--- config.mk ---
export PLATFORM = sky130hd
export DESIGN_NAME = pmod_da2_serializer
export DESIGN_NICKNAME = d
export VERILOG_FILES = /design/src/rtl/da2_pkg.sv /design/src/rtl/da2_bit_timer.sv /design/src/rtl/pmod_da2_serializer.sv
export SDC_FILE = /design/constraint.sdc
export NUM_CORES = 1
export LEC_CHECK = 0
export ABC_AREA = 1
export BUFFER_PORTS_ARGS = -buffer_cell sky130_fd_sc_hd__buf_2
export CAP_MARGIN = 10
export CORE_AREA = 2 2 63 65
export CTS_CLUSTER_DIAMETER = 100
export DETAILED_ROUTE_END_ITERATION = 8
export DIE_AREA = 0 0 65 67
export GPL_ROUTABILITY_DRIVEN = 0
export PLACE_DENSITY_LB_ADDON = 0.12
export SLEW_MARGIN = 20
export SYNTH_ARGS = -nofsm -noshare
export SYNTH_HDL_FRONTEND = slang
export SYNTH_SLANG_ARGS = --single-unit
--- constraint.sdc ---
create_clock -name clk -period 1.4 [get_ports clk]
set_clock_uncertainty 0.05 [all_clocks]
set_input_delay 0.28 -clock clk [delete_from_list [all_inputs] [get_ports clk]]
set_output_delay 0.28 -clock clk [all_outputs]
set_load 0.005 [all_outputs]
--- src/rtl/da2_pkg.sv ---
// Shared types and helpers for the Pmod DA2 dual-DAC serializer.
package da2_pkg;

    localparam int unsigned FRAME_BITS = 16;
    localparam int unsigned DATA_W     = 12;
    localparam int unsigned BIT_CNT_W  = 4;

    typedef enum logic [1:0] {
        IDLE  = 2'd0,
        SHIFT = 2'd1,
        GAP   = 2'd2
    } state_t;

    typedef struct packed {
        logic [DATA_W-1:0] ch2;
        logic [DATA_W-1:0] ch1;
    } sample_pair_t;

    // DAC121S101 frame: two don't-care zeros, power-down mode, 12-bit code
    function automatic logic [FRAME_BITS-1:0] build_frame(input logic [1:0]        pd,
                                                          input logic [DATA_W-1:0] data);
        return {2'b00, pd, data};
    endfunction

endpackage

--- src/rtl/da2_bit_timer.sv ---
// SCLK phase generator: sclk_level is high for the first HALF_DIV cycles of each
// bit period, bit_tick marks the last cycle of a period. Both are registered.
module da2_bit_timer #(
    parameter int unsigned HALF_DIV = 1
) (
    input  logic clk,
    input  logic rst,
    input  logic clear,
    output logic sclk_level,
    output logic bit_tick
);

    localparam int unsigned PERIOD = 2 * HALF_DIV;
    localparam int unsigned PH_W   = $clog2(PERIOD);

    logic [PH_W-1:0] phase_q;
    logic [PH_W-1:0] phase_d;

    always_comb begin
        phase_d = '0;
        if (!clear && (phase_q != PH_W'(PERIOD - 1))) begin
            phase_d = phase_q + PH_W'(1);
        end
    end

    // Outputs are decoded from the next phase so they line up with phase_q
    always_ff @(posedge clk) begin
        if (!rst) begin
            phase_q    <= '0;
            sclk_level <= 1'b1;
            bit_tick   <= 1'b0;
        end else begin
            phase_q    <= phase_d;
            sclk_level <= (phase_d < PH_W'(HALF_DIV));
            bit_tick   <= (phase_d == PH_W'(PERIOD - 1));
        end
    end

endmodule

--- src/rtl/pmod_da2_serializer.sv ---
// Serializes one 12-bit sample pair per valid/ready handshake onto the two data
// lines of a Pmod DA2 (dual DAC121S101), 16-bit frames MSB first, shared SCLK.
module pmod_da2_serializer
    import da2_pkg::*;
#(
    parameter int unsigned HALF_DIV = 1,
    parameter int unsigned GAP_CYC  = 2,
    parameter logic [1:0]  PD_MODE  = 2'b00
) (
    input  logic              clk,
    input  logic              rst,
    input  logic [DATA_W-1:0] data1,
    input  logic [DATA_W-1:0] data2,
    input  logic              in_valid,
    output logic              in_ready,
    output logic              d1,
    output logic              d2,
    output logic              sclk,
    output logic              nsync,
    output logic              done
);

    localparam int unsigned GAP_W = (GAP_CYC > 1) ? $clog2(GAP_CYC) : 1;

    state_t                 state_q;
    state_t                 state_d;
    logic [BIT_CNT_W-1:0]   bit_cnt_q;
    logic [BIT_CNT_W-1:0]   bit_cnt_d;
    logic [GAP_W-1:0]       gap_cnt_q;
    logic [GAP_W-1:0]       gap_cnt_d;
    logic [FRAME_BITS-1:0]  sr1_q;
    logic [FRAME_BITS-1:0]  sr1_d;
    logic [FRAME_BITS-1:0]  sr2_q;
    logic [FRAME_BITS-1:0]  sr2_d;
    logic                   in_ready_d;
    logic                   nsync_d;
    logic                   done_d;
    logic                   bit_tick;
    logic                   timer_clear;
    sample_pair_t           pair;

    assign pair        = {data2, data1};
    assign timer_clear = (state_q != SHIFT);

    // Zeros shift in behind the frame, so the data lines rest low outside SHIFT
    assign d1 = sr1_q[FRAME_BITS-1];
    assign d2 = sr2_q[FRAME_BITS-1];

    da2_bit_timer #(
        .HALF_DIV (HALF_DIV)
    ) u_bit_timer (
        .clk        (clk),
        .rst        (rst),
        .clear      (timer_clear),
        .sclk_level (sclk),
        .bit_tick   (bit_tick)
    );

    always_comb begin
        state_d   = state_q;
        bit_cnt_d = bit_cnt_q;
        gap_cnt_d = gap_cnt_q;
        sr1_d     = sr1_q;
        sr2_d     = sr2_q;

        case (state_q)
            IDLE: begin
                if (in_valid && in_ready) begin
                    state_d   = SHIFT;
                    bit_cnt_d = '0;
                    sr1_d     = build_frame(PD_MODE, pair.ch1);
                    sr2_d     = build_frame(PD_MODE, pair.ch2);
                end
            end
            SHIFT: begin
                // Shift on the cycle that also returns SCLK high
                if (bit_tick) begin
                    sr1_d = {sr1_q[FRAME_BITS-2:0], 1'b0};
                    sr2_d = {sr2_q[FRAME_BITS-2:0], 1'b0};
                    if (bit_cnt_q == BIT_CNT_W'(FRAME_BITS - 1)) begin
                        state_d   = GAP;
                        gap_cnt_d = '0;
                    end else begin
                        bit_cnt_d = bit_cnt_q + BIT_CNT_W'(1);
                    end
                end
            end
            GAP: begin
                if (gap_cnt_q == GAP_W'(GAP_CYC - 1)) begin
                    state_d = IDLE;
                end else begin
                    gap_cnt_d = gap_cnt_q + GAP_W'(1);
                end
            end
            default: begin
                state_d = IDLE;
            end
        endcase

        in_ready_d = (state_d == IDLE);
        nsync_d    = (state_d != SHIFT);
        done_d     = (state_q == GAP) && (state_d == IDLE);
    end

    always_ff @(posedge clk) begin
        if (!rst) begin
            state_q   <= IDLE;
            bit_cnt_q <= '0;
            gap_cnt_q <= '0;
            sr1_q     <= '0;
            sr2_q     <= '0;
            in_ready  <= 1'b1;
            nsync     <= 1'b1;
            done      <= 1'b0;
        end else begin
            state_q   <= state_d;
            bit_cnt_q <= bit_cnt_d;
            gap_cnt_q <= gap_cnt_d;
            sr1_q     <= sr1_d;
            sr2_q     <= sr2_d;
            in_ready  <= in_ready_d;
            nsync     <= nsync_d;
            done      <= done_d;
        end
    end

endmodule

==> results.tsv <==
stage	metric	value	unit
run_status	status	finished clean	
placed_design	PortBufs	32	
clock_network	clk slew on worst S/H paths	0.08	ns
sta	RSZ-0062 raised after global routing	no	
setup_path	Worst setup EP type	register	
drt	Vias	1779	
power_and_ir_drop	internal power	2.01	mW
drt	Post-DRT Antenna Nets	0	
global_routing	first-pass GRT wire length	6840	um
drt	routed len/inst	10.6	um
layout	share of cells above drive strength 1	0.193	
drt	drt drc	0	
floorplan	IO Count	33	
floorplan	Initial Utilization	0.542	
drt	DR pass1 iterations	4	
sta	Max Freq	0.790	GHz
layout	ant diodes	0	
global_routing	GR Overflow Total	0	
yosys	Synth cell types	18	
yosys	yosys warns	0	
yosys	Area contributors post-synth	dfxtp_1 (45%), nand2_1 (17%), nor2_1 (12%)	
sta	Rel. slew slack	0.822	
layout	Final Instance Area	2230	sq um
sta	post-route setup TNS	0	ns
yosys	Syn Area/Cell	6.88	sq um
clock_network	htree depth	2	
yosys	Synth top area share	0.451	
setup_path	CP bufs+invs	1	
yosys	post-synth top area cell	dfxtp_1	
power_and_ir_drop	VDD IR max	0.000876	V
setup_path	kind of critical path	register to register	
clock_network	total CTS buffers	5	
placed_design	Post-Place Cell Area	2120	sq um
power_and_ir_drop	NetSw	831	uW
clock_network	Setup Buffers After CTS	0	
setup_path	crit path cell chain	nor2_4, nand2_4, nand2_4, buf_4, nand2_1, nand2_1, nand2_1, nor2_1	
power_and_ir_drop	total power	2.84	mW
clock_network	hold buffer count at CTS	0	
clock_network	root buffer cell	clkbuf_8	
sta	Slew @ Worst Pin	0.267	ns
yosys	Mapped Cells	284	
power_and_ir_drop	clock network power share	0.281	
sta	Final Hold Viols	0	
layout	Layout area overhead	14.3	%
yosys	Cell Area, Synth	1950	sq um
sta	fin. max-slew vios	0	
power_and_ir_drop	Comb power frac	0.204	
drt	Post-Route WL	3840	um
floorplan	site row count	22	
setup_path	critical path's top delay family	simple AND/OR/NAND/NOR gates	
setup_path	slowest stage cell, crit path	dfxtp_2	
power_and_ir_drop	switching share of total power	0.293	
clock_network	worst skew pair latency	0.29	ns
layout	nets	343	
setup_path	CP dominant cell by count	nand2_1	
floorplan	die width	65	um
global_routing	aggregate global-route resource usage	0.203	
clock_network	Sink Count	44	
setup_path	critical path peak fanout	9	
yosys	post-synthesis sequential area ratio	0.451	
sta	period utilization	0.904	
power_and_ir_drop	Lkg Pwr	1.08	nW
drt	DR vias/cell	4.89	
setup_path	Crit path required time	1.58	ns
global_routing	largest net degree at the start of global routing	33	
global_routing	vias in the first global route	1660	
power_and_ir_drop	PwrDens	1270	nW/um^2
layout	Util after Layout	0.620	
global_routing	initial antenna violation count	0	
setup_path	crit path DAT	1.44	ns
setup_path	Setup crit start kind	register	
clock_network	post-CTS sizing	0	
clock_network	CTS tree	built	
run	maxcap violations	0	
sta	fin crit period	1.27	ns
setup_path	max incr delay on CP	0.37	ns
floorplan	DIE AREA	4360	sq um
yosys	Mapped Nets	312	
power_and_ir_drop	Flop pwr share	0.515	
placed_design	DP HPWL	2580	um
worst_hold_path	Hold Path Class	primary input to register	
sta	final setup fails	0	
floorplan	Core ar.	3610	sq um
floorplan	die extent in y	67	um
clock_network	Max Root-Sink Buffers	2	
drt	1st-iter DRT viols	109	
yosys	flops & latches, synth	44	
[metal layers]
metal | global-route usage | up-vias | part of all wire
met5 | 0 | - | 0
met4 | 0.101 | 0 | 0.016
met3 | 0.0422 | 4 | 0.044
met2 | 0.339 | 37 | 0.45
met1 | 0.248 | 791 | 0.49
li1 | - | 947 | -
[kinds of logic after synthesis]
family	after synthesis	share of synthesized area
DFF	44	0.451
buffers and inverters	30	0.0871
adders and majority gates	1	0.00640
and+or+nand+nor	164	0.341
AOI/OAI and AO/OA	45	0.115
[per-stage QoR]
| step | hold slack (ns) | setup slack [ns] | instances |
|---|---|---|---|
| 2_1_floorplan | 0.318 | 0.196 | 284 |
| 3_3_place_gp | 0.402 | 0.0843 | 356 |
| 3_5_place_dp | 0.406 | 0.0572 | 356 |
| 4_1_cts | 0.206 | 0.0462 | 364 |
| 5_1_grt | 0.220 | 0.00386 | 364 |
| 6_report | 0.213 | 0.134 | 364 |
[power groups by stage]
stage | clock network [mW] | logic, mW | registers, mW
2_1_floorplan | 0 | 0.458 | 1.48
3_3_place_gp | 0 | 0.566 | 1.49
3_5_place_dp | 0 | 0.575 | 1.49
4_1_cts | 0.818 | 0.576 | 1.46
5_1_grt | 0.873 | 0.675 | 1.48
6_report | 0.798 | 0.579 | 1.46
[synth_stat cells]
cell type / instances
buf_2: 2
nor2_1: 64
a21oi_1: 14
nand3_2: 1
clkbuf_1: 3
nand2_1: 86
o21ai_0: 31
nand4_1: 2
ha_1: 1
nor2_4: 2
nand2_4: 2
dfxtp_1: 44
inv_4: 1
nand3_1: 7
inv_1: 12
buf_6: 5
buf_4: 4
inv_2: 3
[layout make-up]
| cell class | instances | area (sq um) |
|---|---|---|
| Clock buffer | 6 | 82.6 |
| Multi-Input combinational cell | 210 | 908 |
| Inverter | 16 | 67.6 |
| Clock inverter | 2 | 10.0 |
| Tap cell | 48 | 60.1 |
| Timing Repair Buffer | 38 | 221 |
| Sequential cell | 44 | 885 |
| Fill cell | 350 | 1370 |
[worst register-to-register path, stage by stage (launching register included)]
cell and delay [ns]:
dfxtp_2 0.37, nor2_4 0.17, nand2_4 0.07, nand2_4 0.13
buf_4 0.17, nand2_1 0.05, nand2_1 0.06, nand2_1 0.05
nor2_1 0.09
[path summary, 6_finish.rpt]
| kind | to | slack (ns) | cells past startpoint | from |
|---|---|---|---|---|
| worst max-delay path | bit_cnt_q[0] | 0.13 | 8 | state_q[1] |
| worst min register to register | sr2_q[0] | 0.42 | 2 | sr2_q[0] |
| worst max register to register | bit_cnt_q[0] | 0.13 | 8 | state_q[1] |
| worst min-delay path | sr2_q[0] | 0.21 | 3 | data2[0] |
[cell usage in the layout (no fill, tap or decap), drive strengths merged]
cell / n
a21oi: 14
buf: 38
clkbuf: 6
clkinv: 2
dfxtp: 44
ha: 1
inv: 16
nand2: 88
nand3: 8
nand4: 2
nor2: 66
o21ai: 31
[sequential cells by signal, indices dropped and copies added, names as in the netlist, 2 cells and up]
register   cells
sr2_q         16
bit_cnt_q      4
sr1_q         16
state_q        2
Power figures use the tool's default switching activity.
